## src/rtl/motoro3_step_scheduler.sv

```systemverilog
// Commutation-step scheduler for the 3-phase motor datapath: step-period counter, end-of-period
// strobes, 12-step sector index and soft-start/soft-stop ramping of the PWM pulse length.
module motoro3_step_scheduler #(
  parameter int CNT_W    = 25,
  parameter int STEP_NUM = 12,
  parameter int PER_MIN  = 2
) (
  input  logic             clk,
  input  logic             nRst,
  input  logic             enable,
  input  logic             dirRev,
  input  logic [CNT_W-1:0] periodWant,
  input  logic [15:0]      plLenTarget,
  input  logic [15:0]      rampStep,
  output logic [CNT_W-1:0] m3cnt,
  output logic             m3cntLast2,
  output logic             m3cntLast1,
  output logic [3:0]       sgStep,
  output logic [15:0]      plLen,
  output logic             running,
  output logic             stepTick,
  output logic [1:0]       dbg_state
);

  typedef enum logic [1:0] {
    IDLE = 2'd0,
    RAMP = 2'd1,
    RUN  = 2'd2,
    STOP = 2'd3
  } state_t;

  localparam logic [CNT_W-1:0] PER_MIN_V = CNT_W'(PER_MIN);
  localparam logic [3:0]       STEP_LAST = 4'(STEP_NUM - 1);

  state_t           state, state_nxt;
  logic [CNT_W-1:0] cnt_nxt, period_m1;
  logic [3:0]       step_nxt, step_adv;
  logic [15:0]      pl_nxt, goal, pl_moved;
  logic [16:0]      pl_sum, pl_diff;
  logic             tick_nxt, boundary;

  assign boundary   = (state != IDLE) && (m3cnt == '0);
  assign m3cntLast1 = boundary;
  assign m3cntLast2 = (state != IDLE) && (m3cnt == CNT_W'(1));
  assign running    = (state == RAMP) || (state == RUN);
  assign dbg_state  = state;

  assign period_m1 = ((periodWant < PER_MIN_V) ? PER_MIN_V : periodWant) - CNT_W'(1);

  always_comb begin
    step_adv = sgStep;
    if (dirRev) step_adv = (sgStep == 4'd0) ? STEP_LAST : sgStep - 4'd1;
    else        step_adv = (sgStep == STEP_LAST) ? 4'd0 : sgStep + 4'd1;
  end

  // A falling enable already aims at zero in the same boundary clock it is seen in.
  always_comb begin
    goal     = (enable && (state != IDLE)) ? plLenTarget : 16'd0;
    pl_sum   = {1'b0, plLen} + {1'b0, rampStep};
    pl_diff  = {1'b0, plLen} - {1'b0, rampStep};
    pl_moved = goal;
    if (rampStep == 16'd0) begin
      pl_moved = goal;
    end else if (plLen < goal) begin
      pl_moved = (pl_sum >= {1'b0, goal}) ? goal : pl_sum[15:0];
    end else if (plLen > goal) begin
      pl_moved = (pl_diff[16] || (pl_diff[15:0] <= goal)) ? goal : pl_diff[15:0];
    end
  end

  always_comb begin
    state_nxt = state;
    cnt_nxt   = m3cnt;
    step_nxt  = sgStep;
    pl_nxt    = plLen;
    tick_nxt  = 1'b0;
    if (state == IDLE) begin
      pl_nxt  = 16'd0;
      cnt_nxt = '0;
      if (enable) begin
        state_nxt = RAMP;
        cnt_nxt   = period_m1;
      end
    end else begin
      cnt_nxt = boundary ? period_m1 : m3cnt - CNT_W'(1);
      if (boundary) begin
        step_nxt = step_adv;
        tick_nxt = 1'b1;
        pl_nxt   = pl_moved;
      end
      case (state)
        RAMP: begin
          if (!enable) state_nxt = STOP;
          else if (boundary && (pl_moved == plLenTarget)) state_nxt = RUN;
        end
        RUN: begin
          if (!enable) state_nxt = STOP;
          else if (boundary && (plLenTarget != plLen)) state_nxt = RAMP;
        end
        STOP: begin
          if (enable) begin
            state_nxt = RAMP;
          end else if (boundary && (pl_moved == 16'd0)) begin
            state_nxt = IDLE;
            cnt_nxt   = '0;
          end
        end
        default: state_nxt = IDLE;
      endcase
    end
  end

  // The PWM datapath samples on posedge, so all state moves on negedge.
  always_ff @(negedge clk or negedge nRst) begin
    if (!nRst) begin
      state    <= IDLE;
      m3cnt    <= '0;
      sgStep   <= 4'd0;
      plLen    <= 16'd0;
      stepTick <= 1'b0;
    end else begin
      state    <= state_nxt;
      m3cnt    <= cnt_nxt;
      sgStep   <= step_nxt;
      plLen    <= pl_nxt;
      stepTick <= tick_nxt;
    end
  end

endmodule

```

## config.mk

```make
export PLATFORM = sky130hd
export DESIGN_NAME = motoro3_step_scheduler
export DESIGN_NICKNAME = d
export VERILOG_FILES = /design/src/rtl/motoro3_step_scheduler.sv
export SDC_FILE = /design/constraint.sdc
export NUM_CORES = 1
export LEC_CHECK = 0
export ABC_AREA = 1
export BUFFER_PORTS_ARGS = -buffer_cell sky130_fd_sc_hd__buf_2
export CORE_ASPECT_RATIO = 1.5
export CORE_MARGIN = 5
export CORE_UTILIZATION = 55
export DETAILED_ROUTE_END_ITERATION = 6
export PLACE_DENSITY = 0.8
export SLEW_MARGIN = 40
export SYNTH_ARGS = -nofsm -noshare
export SYNTH_HDL_FRONTEND = slang
export SYNTH_SLANG_ARGS = --single-unit
```

## constraint.sdc

```tcl
create_clock -name clk -period 3.8 [get_ports clk]
set_input_delay 0.19 -clock clk [delete_from_list [all_inputs] [get_ports clk]]
set_output_delay 0.19 -clock clk [all_outputs]
set_load 0.05 [all_outputs]
```

==> results of run 1 <==
what timing repair did:
| action | 4_1_cts |
|---|---|
| pin swaps | 71 |
| hold buffers | 0 |
| setup buffers | 37 |
| setup endpoints to repair | 45 |
| cloned | 2 |
| gates resized for setup | 167 |
logic make-up after synthesis:
| logic type | count (synthesis) | share of synthesized area |
|---|---|---|
| buffers and inverters | 235 | 0.115 |
| flip-flops | 48 | 0.147 |
| adder cells (fa/ha/maj) | 92 | 0.143 |
| AND/OR/NAND/NOR | 724 | 0.391 |
| XOR/XNOR | 71 | 0.0762 |
| AO/OA/AOI/OAI | 173 | 0.128 |
layer usage:
layer	GRT usage	GRT overflow
met1	0.775	6
met2	1.01	354
met5	0.161	0
met4	0.883	120
met3	0.649	8
through the flow:
stage | area (um2) | cells | setup slack [ps]
floorplan | 8340 | 1343 | -1770
global placement | 11900 | 1997 | -2400
detailed placement | 11900 | 1997 | -2530
CTS | 13100 | 2043 | -1950
cells in the mapped netlist (6+ instances only):
| master | count | area, um2 |
|---|---|---|
| a21oi_1 | 68 | 340 |
| nand3_1 | 125 | 626 |
| buf_2 | 13 | 65.1 |
| nor4_1 | 9 | 56.3 |
| nand2_1 | 342 | 1280 |
| nand2_2 | 11 | 68.8 |
| o21ai_0 | 50 | 250 |
| ha_1 | 90 | 1130 |
| clkbuf_1 | 16 | 60.1 |
| dfrtn_1 | 48 | 1200 |
| inv_1 | 192 | 721 |
| nand3_2 | 9 | 90.1 |
| o22ai_2 | 10 | 125 |
| nand4_1 | 26 | 163 |
| o22ai_1 | 7 | 43.8 |
| nor3_1 | 24 | 120 |
| o21ai_1 | 6 | 30.0 |
| nor2_1 | 156 | 586 |
| xor2_1 | 46 | 403 |
| xnor2_1 | 25 | 219 |
==> metrics.md, run 1 <==
| Metric | Value |
|---|---|
| Die height | between 150 and 200 um |
| EDFF count, synth | 0 |
| Sink Count | 48 |
| Worst endpoint type | register input |
| Die W | roughly 110 um |
| Exit stage | 5_1_grt |
| Cell Area, Synth | 8160 um2 |
| Mapped Cells | between 1,000 and 1,500 |
| Syn nets | 1,496 |
| Starting Density | 0.559 |
| GP Congestion | roughly 1.0 |
| Cell Rows | 54 |
| Main flop type after synthesis | dfrtn_1 |
| Total gr overflow | between 400 and 500 |
| Largest net degree at the start of global routing | slightly below 50 |
| CTS root buffer | clkbuf_16 |
| CTS max path bufs | 2 |
| Sequential-to-total area share from yosys stat | 0.147 |
| Log Error | [ERROR GRT-0232] Routing congestion too high. Check the congestion heatmap in the GUI. |
| H-Tree Depth | 2 |
| Synthesized flop and latch total | 48 |
| HPWL after detailed placement | 29.4 mm |
| Ys async rst share | 1.00 |
| Warnings from Yosys | 0 |
| Num CTS Buffers | 5 |
| Port bufs | around 110 |
| GR repair worst EP | dbg_state[0]$_DFFE_NN0P_/D |
| Avg Inst Size Synth | between 6 and 7 um2 |
| Total GRT Usage | 0.819 |
| Status | aborted with a tool error |
| Io pins | 112 |
| Synth cell types | 54 |
==> run 2, diff against run 1 <==
CORE_ASPECT_RATIO = not set   (was 1.5)
CORE_UTILIZATION = 40   (was 55)
PLACE_DENSITY = not set   (was 0.8)
PLACE_DENSITY_LB_ADDON = 0.15   (was not set)
clock period = 4.9 ns   (was 3.8 ns; I/O delays follow)
==> run 2 against run 1 <==
Compared with the run above: area after synthesis stayed put; synthesized cell count is the same; the flow now finishes, with violations (setup timing).
==> metrics.md, run 2 <==
| Metric | Value |
|---|---|
| Setup-failing EPs final | 43 |
| CP Buf/Inv Count | 7 |
| Largest net degree at the start of global routing | 49 |
| Residual DRC | 0 |
| H-Tree Depth | 2 (unchanged) |
| Largest regs | m3cnt x25, plLen x16, sgStep x4 |
| Cell with the most instances after synthesis | nand2_1 |
| Net Sw Power | 2.30 mW |
| Clock transition at path regs | approximately 60 ps |
| Final Skew | roughly 5.4 ps |
| Yosys top cell by area | nand2_1 |
| Layout Nets | ~2,000 |
| Cell Area, Synth | 8160 um2 (unchanged) |
| CP max stage cell | fa_2 |
| Crit path capture type | flip-flop |
| Num CTS Buffers | 5 (unchanged) |
| Die height | 153 um (-4.0%) |
| Vias | ~11,000 |
| Post-route ant nets | 0 |
| Port bufs | 111 (unchanged) |
| Mapped Cells | 1,343 (unchanged) |
| Register bank with the most flops | m3cnt |
| Sequential share of power | 0.146 |
| GP Congestion | 0.975 (-6.4%) |
| Drt wl/cell | between 15 and 20 um |
| Syn nets | 1,496 (unchanged) |
| Synthesized flop and latch total | 48 (unchanged) |
| HPWL after detailed placement | 28.7 mm (-2.4%) |
| Crit-path leading delay family | simple AND/OR/NAND/NOR gates |
| Worst-Margin Slew | between 700 and 800 ps |
| Synth cell types | 54 (unchanged) |
| Fin util | 0.657 |
| Post-synth top area share | 0.157 (unchanged) |
| Max_cap viols | 0 |
| Switch share | 0.520 |
| CTS max path bufs | 2 (unchanged) |
| Total GRT Usage | 0.290 |
| Internal power | 2.12 mW |
| Core Region | 20,200 um2 |
| Sequential-to-total area share from yosys stat | 0.147 (unchanged) |
| Comb pwr share | 0.754 |
| Total gr overflow | 0 |
| Failing checks | setup timing |
| Slew Limit Headroom | 0.495 |
| Critical path type | in -> reg |
| Critical path startpoint category | input port |
| Dpl cells | 2,043 (+2.3%) |
| Most common cell after layout, fill and taps aside | buf_4 |
| CTS tree | yes |
| Ys async rst share | 1.00 (unchanged) |
| Synth top cells by count | nand2_1 (342), inv_1 (192), nor2_1 (156) |
| Share of post-route cells with drive strength above 1 | 0.413 |
| Place WS | -2010 ps (+513 ps) |
| Clock power frac | 0.100 |
| Io pins | 112 (unchanged) |
| Final wirelength | 36.0 mm |
| Worst EP arrival | between 4000 and 5000 ps |
| Most frequent CP cell | nand2_1 |
| Reg area | 1200 um2 |
| Syn-to-layout area delta | 62.3% |
| Final instance area | approximately 13,000 um2 |
| Sink Count | 48 (unchanged) |
| Finished Layout Cells | 2,098 |
| Avg Inst Size Synth | 6.08 um2 (unchanged) |
| Status | complete, but fails checks |
| Peak VDD IR | about 0.25 mV |
| Clk_lat worst skew | between 300 and 400 ps |
| EDFF count, synth | 0 (unchanged) |
| Power density cells | between 300 and 400 nW/um2 |
| DIE AREA | 23,400 um2 |
| Initial DRT Pass Iterations | 5 |
| Final Hold Viols | 0 |
| Starting Density | 0.405 (-0.155) |
| Crit-path max FO | 8 |
| Crit path largest cell delay | between 300 and 400 ps |
| Hold Worst Slack | around 500 ps |
| Warnings from Yosys | 0 (unchanged) |
| Initial antenna violation count | 3 |
| Cell Rows | 52 (-3.7%) |
| Max reg flops | 25 |
| First-pass GRT wire length | ~55 mm |
| DR iter-0 viols | about 770 |
| Max Slew Vio Count | 0 |
| CP required | between 2000 and 3000 ps |
| RSZ-0062 raised after global routing | true |
| Dpl cell area | 11,700 um2 (-1.9%) |
| Vias in the first global route | around 11,000 |
| Tightest Hold Check Type | reg -> reg |
| Most frequent cells in the layout | buf_4 (370), nand2_1 (281), inv_1 (185), nor2_1 (132), buf_2 (107) |
| Leakage power | between 7 and 8 nW |
| Min setup slack post-route | -1550 ps |
| # fillers | 1,858 |
| Multi-input gate area | approximately 7100 um2 |
| Largest cells by area after synthesis | nand2_1 (16%), dfrtn_1 (15%), ha_1 (14%) |
| Die W | 153 um (+40%) |
| Vias per inst | approximately 5.2 |
| CTS root buffer | clkbuf_16 |
| Main flop type after synthesis | dfrtn_1 |
## run 2: per-layer routing
metal	part of all wire	global-route usage
met1	0.40	0.370
met2	0.48	0.506
met3	0.068	0.0348
met4	0.043	0.104
met5	0.00064	0
## run 2: tightest hold or removal path, stage by stage, from the launching register on
cell and delay (ps):
dfrtn_1 480, nand2_1 70, nand2_1 40
## run 2: final timing paths
kind / from / endpoint / slack (ps) / cells past startpoint
max: rampStep[0] / m3cnt[16] / -1550 / 33
min: dbg_state[0] / dbg_state[0] / 500 / 2
max reg2reg: plLen[0] / m3cnt[16] / 160 / 27
min reg2reg: dbg_state[0] / dbg_state[0] / 500 / 2
max in group asynchronous: nRst / plLen[6] / 2000 / 2
min in group asynchronous: nRst / sgStep[0] / 2370 / 2
## run 2: area by class of cell
class / count / share of cell area
clock inverter: 2 / 0.00293
multi-input combinational: 1063 / 0.534
inverter: 199 / 0.0564
tap: 270 / 0.0255
clock buffer: 6 / 0.0105
antenna: 1 / 0.000189
sequential: 48 / 0.0907
timing repair buffer: 509 / 0.280
## run 2: power groups by stage
stage	Sequential, mW	Combinational (mW)	Clock (mW)
detailed placement	0.647	2.83	0
global route	0.663	3.61	0.462
finish	0.644	3.33	0.441
floorplan	0.986	1.42	0
CTS	0.643	2.97	0.443
global placement	0.648	2.79	0
## run 2: cells by family (layout without fill, tap and decap cells)
group           count (synthesis)  in the layout  share of synthesized area
buf+inv                       235            716                      0.115
xor+xnor                       71             71                     0.0762
fa+ha+maj                      92             92                      0.143
simple gates                  724            727                      0.391
other cells                     0              1                          0
compound gates                173            173                      0.128
flops                          48             48                      0.147
## run 2: repair_timing
| action | CTS | global route |
|---|---|---|
| pin swaps | 36 | 58 |
| resized for setup | 108 | 152 |
| setup endpoints to repair | 44 | 45 |
| setup buffers | 24 | 21 |
| hold buffers | 0 | 0 |
| cloned | 2 | 2 |
## run 2: through the flow
stage | power (mW) | setup TNS, ps
2_1_floorplan | 2.40 | -41690
3_3_place_gp | 3.44 | -74240
3_5_place_dp | 3.48 | -74720
4_1_cts | 4.06 | -50600
5_1_grt | 4.73 | -63980
6_report | 4.42 | -55350
Note: power is estimated with default switching activity, not from simulation.
==> run 3, diff against run 2 <==
clock period = 7.05 ns   (was 4.9 ns; I/O delays follow)
==> run 3 against run 2 <==
Compared with the run above: the run still ends with setup timing left; sequential cell count unchanged; via count decreased by 3.3%; combinational power decreased by 32%; clock skew increased by 1.6 ps; clock power decreased by 35%; die area unchanged; sequential share of layout area increased by 0.44 points; worst setup slack improved by 1000 ps; non-clock buffer count decreased by 92; power decreased by 32%; critical path depth decreased by 7; largest cell class unchanged; highest routed layer unchanged.
==> metrics.md, run 3 (synthesized netlist as in run 2, its figures left out) <==
| Metric | Value |
|---|---|
| Status | complete, but fails checks |
| Failing checks | setup timing |
| Dpl cell area | 10,900 um2 (-6.5%) |
| Final wirelength | 34.1 mm (-5.3%) |
| Power density cells | 237 nW/um2 (-29%) |
| Final Hold Viols | 0 (unchanged) |
| HPWL after detailed placement | 26.3 mm (-8.3%) |
| Setup TNS Final | -14,190 ps (+41,160 ps) |
| Layout Nets | 1,887 (-4.6%) |
| Most frequent CP cell | nand2_2 |
| Num CTS Buffers | 5 (unchanged) |
| Setup-failing EPs final | 28 (-35%) |
| Total gr overflow | 0 (unchanged) |
| CP required | 3680 ps (+1060 ps) |
| Crit-path max FO | 6 (-2) |
| Dpl cells | 1,947 (-4.7%) |
| Die height | 153 um (unchanged) |
| Max_cap viols | 0 (unchanged) |
| Core Region | 20,200 um2 (unchanged) |
| Peak VDD IR | 0.181 mV (-26%) |
| Slew Limit Headroom | 0.553 (+0.0577) |
| CTS tree | yes |
| Total Power | 2.99 mW (-32%) |
| CTS max path bufs | 2 (unchanged) |
| Largest net degree at the start of global routing | 34 (-31%) |
| Cell Rows | 52 (unchanged) |
| Tightest Hold Check Type | reg -> reg |
| First-pass GRT wire length | 52.0 mm (-5.8%) |
| DIE AREA | 23,400 um2 (unchanged) |
| Worst EP arrival | 4240 ps (+70 ps) |
| Crit path capture type | flip-flop |
| Vias | 10,574 (-3.3%) |
| Finished Layout Cells | 2,005 (-4.4%) |
| Sink Count | 48 (unchanged) |
| Share of post-route cells with drive strength above 1 | 0.397 (-0.0167) |
| Critical path startpoint category | input port |
| Multi-input gate area | 7170 um2 (+1.3%) |
| CP max stage cell | ha_1 |
| Residual DRC | 0 (unchanged) |
| Most frequent cells in the layout | buf_4 (281), nand2_1 (278), inv_1 (179), nor2_1 (133), buf_2 (108) |
| DR iter-0 viols | 627 (-19%) |
| Register bank with the most flops | m3cnt |
| RSZ-0062 raised after global routing | true |
| Final Skew | 6.93 ps (+1.56 ps) |
| Vias in the first global route | 10,031 (-5.3%) |
| Final instance area | 12,600 um2 (-4.6%) |
| Crit path largest cell delay | 360 ps (about the same) |
| Diode count | 0 (-1) |
| # fillers | 1,856 (-0.11%) |
| Max reg flops | 25 (unchanged) |
| CTS root buffer | clkbuf_16 |
| Port bufs | 111 (unchanged) |
| Clk_lat worst skew | 320 ps (about the same) |
| Max Slew Vio Count | 0 (unchanged) |
| Clock transition at path regs | 50 ps (about the same) |
| Total GRT Usage | 0.271 (-0.0196) |
| Post-route ant nets | 0 (unchanged) |
| R2R setup slack | 2270 ps (+2110 ps) |
| Syn-to-layout area delta | 54.8% |
| Initial DRT Pass Iterations | 5 (unchanged) |
| H-Tree Depth | 2 (unchanged) |
| Critical path type | in -> reg |
| Drt wl/cell | 17.0 um (-0.88%) |
| Largest regs | m3cnt x25, plLen x16, sgStep x4 |
| Min setup slack post-route | -554 ps (+1000 ps) |
| Io pins | 112 (unchanged) |
| Fin util | 0.627 (-0.0301) |
| Leakage power | 6.72 nW (-5.8%) |
| GP Congestion | 0.944 (-3.2%) |
| Initial antenna violation count | 1 (-2) |
| Place WS | -1270 ps (+744 ps) |
| Vias per inst | 5.27 (+1.2%) |
| Reg area | 1200 um2 (unchanged) |
| Most common cell after layout, fill and taps aside | buf_4 |
| Die W | 153 um (unchanged) |
| Hold Worst Slack | 539 ps (+35.0 ps) |
| Worst-Margin Slew | 670 ps (-85.0 ps) |
| Starting Density | 0.405 (unchanged) |
run 3: cell types whose count changed in the layout (fill, tap and decap cells not counted), moves of 5 or more:
cell,change
a21oi_1,-14
buf_4,-89
buf_6,-5
nand3_1,-10
inv_1,-6
nand3_2,+9
a21oi_2,+15
run 3: critical path, delay by kind of cell:
kind	cells	cell delay, ps
xor gates and xnor gates	1	140
AOI/OAI and AO/OA	6	1150
and+or+nand+nor	13	1510
buffers and inverters	4	430
adders and majority gates	2	650
run 3: cell type report:
type | count | share of cell area
clock buffers | 5 | 0.00990
multi-input cells | 1063 | 0.567
repair buffers | 417 | 0.238
flip-flops and latches | 48 | 0.0950
inverters | 199 | 0.0593
well taps | 270 | 0.0267
clock inverters | 3 | 0.00366
run 3: per-layer routing:
| layer | part of all wire | track usage | wire [um] | vias up |
|---|---|---|---|---|
| met2 | 0.48 | 0.466 | 16300 | 425 |
| met1 | 0.42 | 0.362 | 14300 | 4919 |
| met3 | 0.072 | 0.0311 | 2450 | 82 |
| met5 | 0.00041 | 0 | 14 | - |
| li1 | - | - | - | 5146 |
| met4 | 0.030 | 0.0683 | 1030 | 2 |
run 3: repair_timing:
action | 4_1_cts | 5_1_grt
endpoints found under the setup margin | 43 | 43
hold buffers | 0 | 0
gates resized for setup | 139 | 149
setup buffers | 41 | 8
cloned | 4 | 1
pin swaps | 37 | 61
run 3: power breakdown:
| group | switching (mW) | leakage [nW] | internal, mW | total (mW) |
|---|---|---|---|---|
| Sequential | 0.101 | 0.619 | 0.357 | 0.457 |
| Clock | 0.118 | 0.0804 | 0.169 | 0.287 |
| Combinational | 1.36 | 6.02 | 0.891 | 2.25 |
| Total | 1.58 | 6.72 | 1.42 | 2.99 |
run 3: path summary, 6_finish.rpt:
kind	startpoint	to	cells after the start
setup / recovery	rampStep[12]	m3cnt[6]	26
max in group asynchronous	nRst	m3cnt[20]	2
hold reg to reg	dbg_state[0]	dbg_state[0]	2
setup reg to reg	dbg_state[0]	m3cnt[6]	28
hold / removal	dbg_state[0]	dbg_state[0]	2
min in group asynchronous	nRst	sgStep[2]	1
